[src/rtl/booth_control_unit.sv]
// Moore sequencer for a radix-2 Booth multiplier datapath: one-hot strobes per state.
// Optional `define CU_BUSY_EN adds a busy output, high from LOAD through SHIFT.
module booth_control_unit #(
  parameter int unsigned CNT_W = 2
) (
  input  logic             clk,
  input  logic             rst_n,
  input  logic             start,
  input  logic             q_0,
  input  logic             q_1,
  input  logic [CNT_W-1:0] count,
  output logic             load,
  output logic             add,
  output logic             sub,
  output logic             shift,
  output logic             decr,
  output logic             done
`ifdef CU_BUSY_EN
  ,
  output logic             busy
`endif
);

  typedef enum logic [2:0] {
    StIdle  = 3'd0,
    StLoad  = 3'd1,
    StCheck = 3'd2,
    StAdd   = 3'd3,
    StSub   = 3'd4,
    StShift = 3'd5,
    StDone  = 3'd6
  } state_e;

  state_e state_q, state_d;

  always_comb begin
    state_d = StIdle;
    case (state_q)
      StIdle:  state_d = start ? StLoad : StIdle;
      StLoad:  state_d = StCheck;
      StCheck: begin
        case ({q_0, q_1})
          2'b10:   state_d = StSub;
          2'b01:   state_d = StAdd;
          default: state_d = StShift;
        endcase
      end
      StAdd:   state_d = StShift;
      StSub:   state_d = StShift;
      // count==0 also finishes so a bad counter value cannot wrap and lock us in.
      StShift: state_d = (count <= CNT_W'(1)) ? StDone : StCheck;
      StDone:  state_d = StIdle;
      default: state_d = StIdle;
    endcase
  end

  // Outputs are registered from the next state, so they always reflect state_q.
  always_ff @(posedge clk) begin
    if (!rst_n) begin
      state_q <= StIdle;
      load    <= 1'b0;
      add     <= 1'b0;
      sub     <= 1'b0;
      shift   <= 1'b0;
      decr    <= 1'b0;
      done    <= 1'b0;
`ifdef CU_BUSY_EN
      busy    <= 1'b0;
`endif
    end else begin
      state_q <= state_d;
      load    <= (state_d == StLoad);
      add     <= (state_d == StAdd);
      sub     <= (state_d == StSub);
      shift   <= (state_d == StShift);
      decr    <= (state_d == StShift);
      done    <= (state_d == StDone);
`ifdef CU_BUSY_EN
      busy    <= (state_d == StLoad) || (state_d == StCheck) || (state_d == StAdd) ||
                 (state_d == StSub) || (state_d == StShift);
`endif
    end
  end

  a_shift_decr: assert property (@(posedge clk) shift == decr);
  a_one_op: assert property (@(posedge clk) $onehot0({load, add, sub, shift}));

endmodule

[config.mk]
export PLATFORM = sky130hd
export DESIGN_NAME = booth_control_unit
export DESIGN_NICKNAME = d
export VERILOG_FILES = /design/src/rtl/booth_control_unit.sv
export SDC_FILE = /design/constraint.sdc
export NUM_CORES = 1
export LEC_CHECK = 0
export ABC_AREA = 1
export CORE_AREA = 2 2 39 41
export CTS_CLUSTER_SIZE = 16
export DETAILED_ROUTE_END_ITERATION = 7
export DIE_AREA = 0 0 41 43
export GPL_TIMING_DRIVEN = 0
export PLACE_DENSITY = 0.65
export SYNTH_ARGS = -nofsm -noshare
export SYNTH_HDL_FRONTEND = slang
export SYNTH_SLANG_ARGS = --single-unit
[constraint.sdc]
create_clock -name clk -period 0.88 [get_ports clk]
set_input_delay 0.176 -clock clk [delete_from_list [all_inputs] [get_ports clk]]
set_output_delay 0.176 -clock clk [all_outputs]
set_load 0.01 [all_outputs]
Word-level counts from Yosys, hierarchy flattened

Cells that the tools add are included.

Reductions and logical operators: 2
Equal/unequal tests: 12
Magnitude comparators: 1
Multiplexer cells: 4

Operators by type and width:

| cell                                                            | number |
|---|---|
| equality test 3 bit (second input constant)                     | 5 |
| case mux 3 bit (5 select lines)                                 | 1 |
| equality test 3 x 2 -> 1 bit (second input constant)            | 3 |
| equality test 3 x 1 -> 1 bit (second input constant)            | 2 |
| case mux 3 bit (2 select lines)                                 | 1 |
| zero test 3 bit                                                 | 1 |
| 2-to-1 mux 3 bit                                                | 1 |
| equality test 2 x 1 -> 1 bit (second input constant)            | 1 |
| equality test 2 bit (second input constant)                     | 1 |
| less-or-equal comparator 2 x 1 -> 1 bit (second input constant) | 1 |
| OR reduction 2 bit                                              | 1 |
| 2-to-1 mux 1 bit                                                | 1 |

Output and inout port bits: 6
Bits in registers: 8
Word-level logic and storage cells: 25

Longest topological paths before layout

Gate-level depths: netlist (run 1).

Word-level depth: 4
Mapped depth: 6
Depth with buffers taken out: 6

Least setup slack after synthesis (run 1)

Ideal clock, no wire load.

Kind: register to register
Start point: register state_q[1]
End point: register decr
Required time: 818 ps
Stages on the path, launching flop included: 7
Path buffers: 0
Slack: -20 ps
Arrival time: 838 ps
Cell sequence: dfxtp_1 > inv_2 > nor2_2 > nand3_1 > nand3_1 > nand2_2 > nor2_2

Longest elaborated chain between the ends: 4

Ends and longest elaborated chain:

| element                                                             | line | RTL |
|---|---|---|
| start, declared                                                     | 34   | `state_e state_q, state_d;` |
| start signal, assigned                                              | 60   | `state_q <= StIdle;` |
| start signal, assigned                                              | 71   | `state_q <= state_d;` |
| equality test 3 bit or equality test 3 x 2 -> 1 bit (tied branches) | 38   | `case (state_q)` |
| OR reduction 2 bit (no line)                                        | --   |  |
| case mux 3 bit (5 select lines) *                                   | 38   |  |
| equality test 3 bit *                                               | 76   | `decr <= (state_d == StShift);` |
| end signal, assigned                                                | 76   |  |
| end, declared                                                       | 16   | `output logic decr,` |

Mark *: on every way between the ends. The rest lies on a longest branch, timed or not.
A chain may end at the register's enable or synchronous reset.

==> results of run 1 <==
[cells in the mapped netlist]
cell      n
buf_4     1
dfxtp_1   8
inv_1     6
inv_2     2
nand2_1  14
nand2_2   1
nand3_1   6
nand4_1   1
nor2_1    6
nor2_2    2
nor4_1    1
o21ai_0   2
o21ai_1   1
[layer usage]
metal,vias up,share of wire [%]
li1,192,-
met1,188,35
met2,8,58
met3,2,5.1
met4,0,1.9
met5,-,0
[worst max-delay path, stage by stage (launching register included)]
cell and delay (ns):
dfxtp_2 0.32, buf_6 0.11, buf_6 0.11
[cells by family (layout without fill, tap and decap cells)]
family,count (synthesis),after routing,share of synthesized area (%)
flops,8,8,45.88
simple gates,31,31,39.07
buf+inv,9,26,10.75
compound gates,3,3,4.300
[area by class of cell]
type,instances,share of cell area (%)
plain buffers,1,1.875
clock buffers,3,3.750
flip-flops and latches,8,29.17
inverters,8,6.250
repair buffers,14,21.67
well taps,16,3.333
multi-input cells,34,33.96
[cell usage in the layout, fill, tap and decap left out, types with 2 or more instances in the layout]
| cell type | instances |
|---|---|
| dfxtp_4 | 3 |
| dfxtp_2 | 3 |
| nand2_2 | 4 |
| nand3_2 | 4 |
| inv_4 | 3 |
| clkdlybuf4s50_1 | 4 |
| buf_6 | 5 |
| nor2_1 | 5 |
| clkbuf_4 | 3 |
| buf_4 | 3 |
| nand3_1 | 2 |
| nor2_2 | 2 |
| inv_1 | 4 |
| nand2_1 | 10 |
| dfxtp_1 | 2 |
| buf_2 | 2 |
[per-stage QoR]
step / power, mW / std cells
after floorplan: 1.048 / 51
after global placement: 1.268 / 78
after detailed placement: 1.278 / 78
after CTS: 1.753 / 83
after global routing: 2.081 / 84
final: 1.898 / 84
[power breakdown]
group / switching, mW / internal (mW)
registers: 0.186 / 0.514
clock network: 0.120 / 0.156
logic: 0.505 / 0.417
[repair_timing]
action / 4_1_cts / 5_1_grt
endpoints found under the setup margin: 11 / 11
hold buffers: 0 / 0
hold endpoints to repair: 0 / 0
pin swaps: 7 / 2
setup buffers: 2 / 1
resized for setup: 48 / 9
[registers in the layout, summed over array words and instances (netlist names)]
| name | cells |
|---|---|
| sub | 1 |
| add | 1 |
| state_q | 3 |
| done | 1 |
| decr | 1 |
| load | 1 |
[final timing paths]
check	start	to	slack, ns
setup / recovery	decr$_SDFF_PN0_	shift	-0.08
hold / removal	q_0	add$_SDFF_PN0_	0.33
setup reg to reg	state_q[1]$_SDFF_PN0_	decr$_SDFF_PN0_	-0.06
hold reg to reg	state_q[0]$_SDFF_PN0_	add$_SDFF_PN0_	0.48
==> reports/metrics.cfg, run 1 <==
[sta]
fin_tns_setup_ns = -0.3629
rsz0062_at_grt = true
hold_slack_ns = 0.3305
max_slew_margin_pct = 85.08
achievable-frequency_mhz = 1042
max_slew.worst_pin.slew_ns = 0.2219
period_minus_slack_ns = 0.9594
final-max-slew-violation-count = 0
hold_viol_final = 0
period_share_pct = 109.0
fin_skew_ns = 0.006191
setup_violations = 8
fin_ws_ns = -0.07935

[worst_setup_path]
critPathCaptureType = primary output
path_class = reg -> out
worstSetupStartpointType = register
reg2regPathDepth = 6
path_max_fanout = 2
critPathRequiredTime_ns = 0.70
cp_data_arrival_time_ns = 0.78

[synth]
ys_seq_elements = 8
yosys_warnings = 0
synth_area_sq_um = 349.1
avgSynthCellArea_sq_um = 6.845
syn-num-nets = 58
synth-seq-area-share_pct = 45.88
synth_cell_types = 13
synth_top_area_share_pct = 45.88
yosysTopAreaCell = dfxtp_1
ys_top_cells_by_area = dfxtp_1 (46%), nand2_1 (15%), nand3_1 (8.6%), inv_1 (6.5%), nor2_1 (6.5%)
syn_inst = 51

[drt]
drtIter0Drc = 6
vias_per_cell = 4.643
first_pass_iters = 3
vias = 390
drt-wirelength-per-cell_microns = 10.54
drc = 0
detail-route-antenna-nets = 0
wl_microns = 885

[floorplanning]
die_w_microns = 41
die_h_microns = 43
io_pins = 13
die_area_sq_mm = 0.001763
rows = 14
coreArea_sq_mm = 0.001384
initial_core_util_pct = 25.23

[place]
place_area_sq_um = 480.5
dp_slack_ns = -0.3210
place.port_buffers = 11
dpl.hpwl_microns = 557.9
routabilityCongestion = 0.7497

[cells_and_area]
multiInputGateArea_sq_um = 203.9
regArea_sq_um = 175.2
fillers = 147
drive_gt1_share_pct = 54.41
fin_area_sq_um = 600.6
area.growth.synth_to_final_pct = 72.04
final_util_pct = 43.40
antenna_cells = 0
fin_nets = 77

[clocking]
clock_sinks = 8
clk_pin_slew_ns = 0.05
cts_tree = done
cts_max_level = 1
cts_root_buffer = clkbuf_4
cts_buffers = 3
worstSkewPairLatency_ns = 0.25
clockBufferDepth = 2

[grt]
grtUsageMet2_pct = 21.25
busiest_layer = met2
use_met3_pct = 4.712
met1_usage_pct = 15.21
overflow = 0
grt_pass1_vias = 355
grt_use_total_pct = 13.38
antenna_found_initial = 0
grt_pass1_wl_mm = 1.559
grt_max_degree = 8

[power_and_ir_drop]
pwr_density_cell_mw_per_mm2 = 3160
ir_worst_vdd_uv = 1110
p_leak_nw = 0.2936

[job]
drv_cap = 0

[outcome]
violations = setup timing
status = finished with violations

[hold_path]
whs_path_depth = 5
hp-class = in -> reg

No activity file was read; power rests on OpenSTA's default activity.
==> run 2: changes to the inputs <==
--- a/config.mk
+++ b/config.mk
@@ -5,13 +5,12 @@
 export SDC_FILE = /design/constraint.sdc
 export NUM_CORES = 1
 export LEC_CHECK = 0
-export ABC_AREA = 1
 export CORE_AREA = 2 2 39 41
 export CTS_CLUSTER_SIZE = 16
 export DETAILED_ROUTE_END_ITERATION = 7
 export DIE_AREA = 0 0 41 43
 export GPL_TIMING_DRIVEN = 0
-export PLACE_DENSITY = 0.65
+export PLACE_DENSITY = 0.62
 export SYNTH_ARGS = -nofsm -noshare
 export SYNTH_HDL_FRONTEND = slang
 export SYNTH_SLANG_ARGS = --single-unit
==> reports/metrics.cfg, run 2 <==
[clocking]
clk_pin_slew_ns = 0.05
cts_tree = done
cts_hold_buf = 0
clock_sinks = 8
cts_root_buffer = clkbuf_4
cts_buffers = 3
clockBufferDepth = 2
cts_max_level = 1
worstSkewPairLatency_ns = 0.25

[synth]
synth-seq-area-share_pct = 51.20
avgSynthCellArea_sq_um = 9.775
syn-num-nets = 39
synth_cell_types = 17
synth_common_cells = dfxtp_1 (8), nor2_1 (5), nand2b_1 (3)
syn_inst = 32
synth_area_sq_um = 312.8
synth_top_area_share_pct = 51.20
synth-compound-area-share_pct = 11.20
synth-edff-count = 0
synth_fa_ha_area_share_pct = 0
synth_top_family_by_area = simple AND/OR/NAND/NOR gates
synthFlopType = dfxtp_1
yosysTopAreaCell = dfxtp_1
yosys.area_share.simple_pct = 34.00
synthMostInstantiatedCell = dfxtp_1
synthArstFlopShare_pct = 0
synth-xor-area-share_pct = 0
muxShareOfSynthArea_pct = 0
ys_seq_elements = 8
yosys_warnings = 0
ys_top_cells_by_area = dfxtp_1 (51%), nand2b_1 (6.0%), nor2_1 (6.0%), nor3b_1 (4.8%), and4b_2 (3.6%)

[worst_setup_path]
reg2regPathDepth = 3
path_depth = 2
path_max_fanout = 2
worstSetupStartpointType = register
path_cells = buf_6 -> buf_6
r2r-end = decr$_SDFF_PN0_
cp_data_arrival_time_ns = 0.79
slowest_delay_ns = 0.32
critPathTopFamily = flip-flops
critPathRequiredTime_ns = 0.70
cp_common_cell = buf_6
path_class = reg -> out
timing.critical_path.buf_inv = 2
cp-startpoint = decr$_SDFF_PN0_
critPathCaptureType = primary output
r2r_start = state_q[2]$_SDFF_PN0_
cpMaxStageDelayCell = dfxtp_2
r2r_slack_ns = -0.06
crit_end = shift

[sta]
fin_ws_ns = -0.08164
achievable-frequency_mhz = 1040
max_slew_margin_pct = 83.74
rsz0062_at_grt = true
hold_slack_ns = 0.3574
fin_skew_ns = 0.001136
period_share_pct = 109.3
period_minus_slack_ns = 0.9616
setup_violations = 6
max_slew.worst_pin.slew_ns = 0.2439
hold_viol_final = 0
final-max-slew-violation-count = 0

[grt]
grt_max_degree = 9
grt_pass1_vias = 263
grt_pass1_wl_mm = 1.124
grt_use_total_pct = 10.26
overflow = 0
antenna_found_initial = 0

[cells_and_area]
stdcell_count = 64
regMostFlops = state_q
fin_nets = 57
final_util_pct = 36.98
mostFrequentLayoutCell = nor2_1
final_cell_mix = nor2_1 (5), dfxtp_1 (4), dlygate4sd2_1 (4), buf_2 (4)
largest_reg_flops = 3
area.growth.synth_to_final_pct = 63.60
antenna_cells = 0
drive_gt1_share_pct = 43.75

[job]
drv_cap = 0

[drt]
drtIter0Drc = 6
drt-wirelength-per-cell_microns = 11.36
detail-route-antenna-nets = 0
vias = 292
drc = 0
first_pass_iters = 4
wl_microns = 727
vias_per_cell = 4.563

[place]
dp_slack_ns = -0.4788
routabilityCongestion = 0.6352
dpl.hpwl_microns = 489.2
place.port_buffers = 11
placed_cells = 59

[floorplanning]
initial_core_util_pct = 22.60
io_pins = 13
die_area_sq_mm = 0.001763
coreArea_sq_mm = 0.001384
rows = 14
die_w_microns = 41
die_h_microns = 43

[power_and_ir_drop]
power_switching_uw = 207.4
p_leak_nw = 0.2154
p_int_uw = 623.8
p_seq_share_pct = 49.4
ir_worst_vdd_uv = 662.0
netSwitchingFraction_pct = 24.96
pwr_density_cell_mw_per_mm2 = 1624
p_clk_share_pct = 33.7
combPwrFrac_pct = 16.9

[outcome]
violations = setup timing
status = finished with violations

[hold_path]
hp-class = in -> reg

==> run 2: kinds of logic (layout without fill, tap and decap cells) <==
group	after synthesis	in the layout
AOI/OAI and AO/OA	5	5
buffers and inverters	2	18
DFF	8	8
and+or+nand+nor	17	17
==> run 2: area by class of cell <==
cell class	instances	area, sq um
buffer	1	11.26
multi-input combinational	22	178.9
timing repair buffer	13	102.6
fill	142	872.1
tap	16	20.02
clock buffer	3	22.52
inverter	1	3.754
sequential	8	172.7
==> run 2: what timing repair did <==
action | CTS | global route
endpoints found under the setup margin | 12 | 9
pin swaps | 4 | 3
buffers inserted | 2 | 0
resized for setup | 34 | 4
==> run 2: worst reg2reg max path, stage by stage (launching register included) <==
cell	delay (ns)
dfxtp_4	0.36
nand2b_4	0.15
o31a_1	0.26
nor2b_1	0.11
==> run 2: worst min-delay path by stage <==
stage                     startpoint                    end  slack (ns)  depth (start not counted)
6_report                       rst_n  state_q[2]$_SDFF_PN0_        0.36                          2
5_1_grt                        rst_n  state_q[2]$_SDFF_PN0_        0.37                          2
4_1_cts                        rst_n  state_q[2]$_SDFF_PN0_        0.36                          2
3_5_place_dp   state_q[0]$_SDFF_PN0_        done$_SDFF_PN0_        0.50                          2
3_3_place_gp   state_q[0]$_SDFF_PN0_        done$_SDFF_PN0_        0.50                          2
2_1_floorplan               count[1]        done$_SDFF_PN0_        0.25                          1
==> run 2: power by group through the flow <==
stage	logic [mW]	clock network, mW	registers [mW]
after floorplan	0.0690	0	0.419
after global placement	0.129	0	0.420
after detailed placement	0.130	0	0.420
after CTS	0.131	0.290	0.408
after global routing	0.156	0.317	0.415
final	0.140	0.280	0.411
==> run 2: metal layers <==
metal	vias to the layer above	track usage [%]	wire [microns]
met4	0	12.00	20
met5	-	0	0
met2	10	13.44	368
met3	2	3.141	38
met1	135	11.33	300
li1	145	-	-
==> run 2: per-stage QoR <==
| step | power [mW] | area [sq um] | TNS, ns |
|---|---|---|---|
| after floorplan | 0.4878 | 340.3 | -0.03073 |
| after global routing | 0.8871 | 511.7 | -0.6766 |
| after detailed placement | 0.5499 | 470.5 | -3.207 |
| after CTS | 0.8291 | 490.5 | -0.2248 |
| after global placement | 0.5486 | 470.5 | -3.208 |
| final | 0.8312 | 511.7 | -0.2709 |
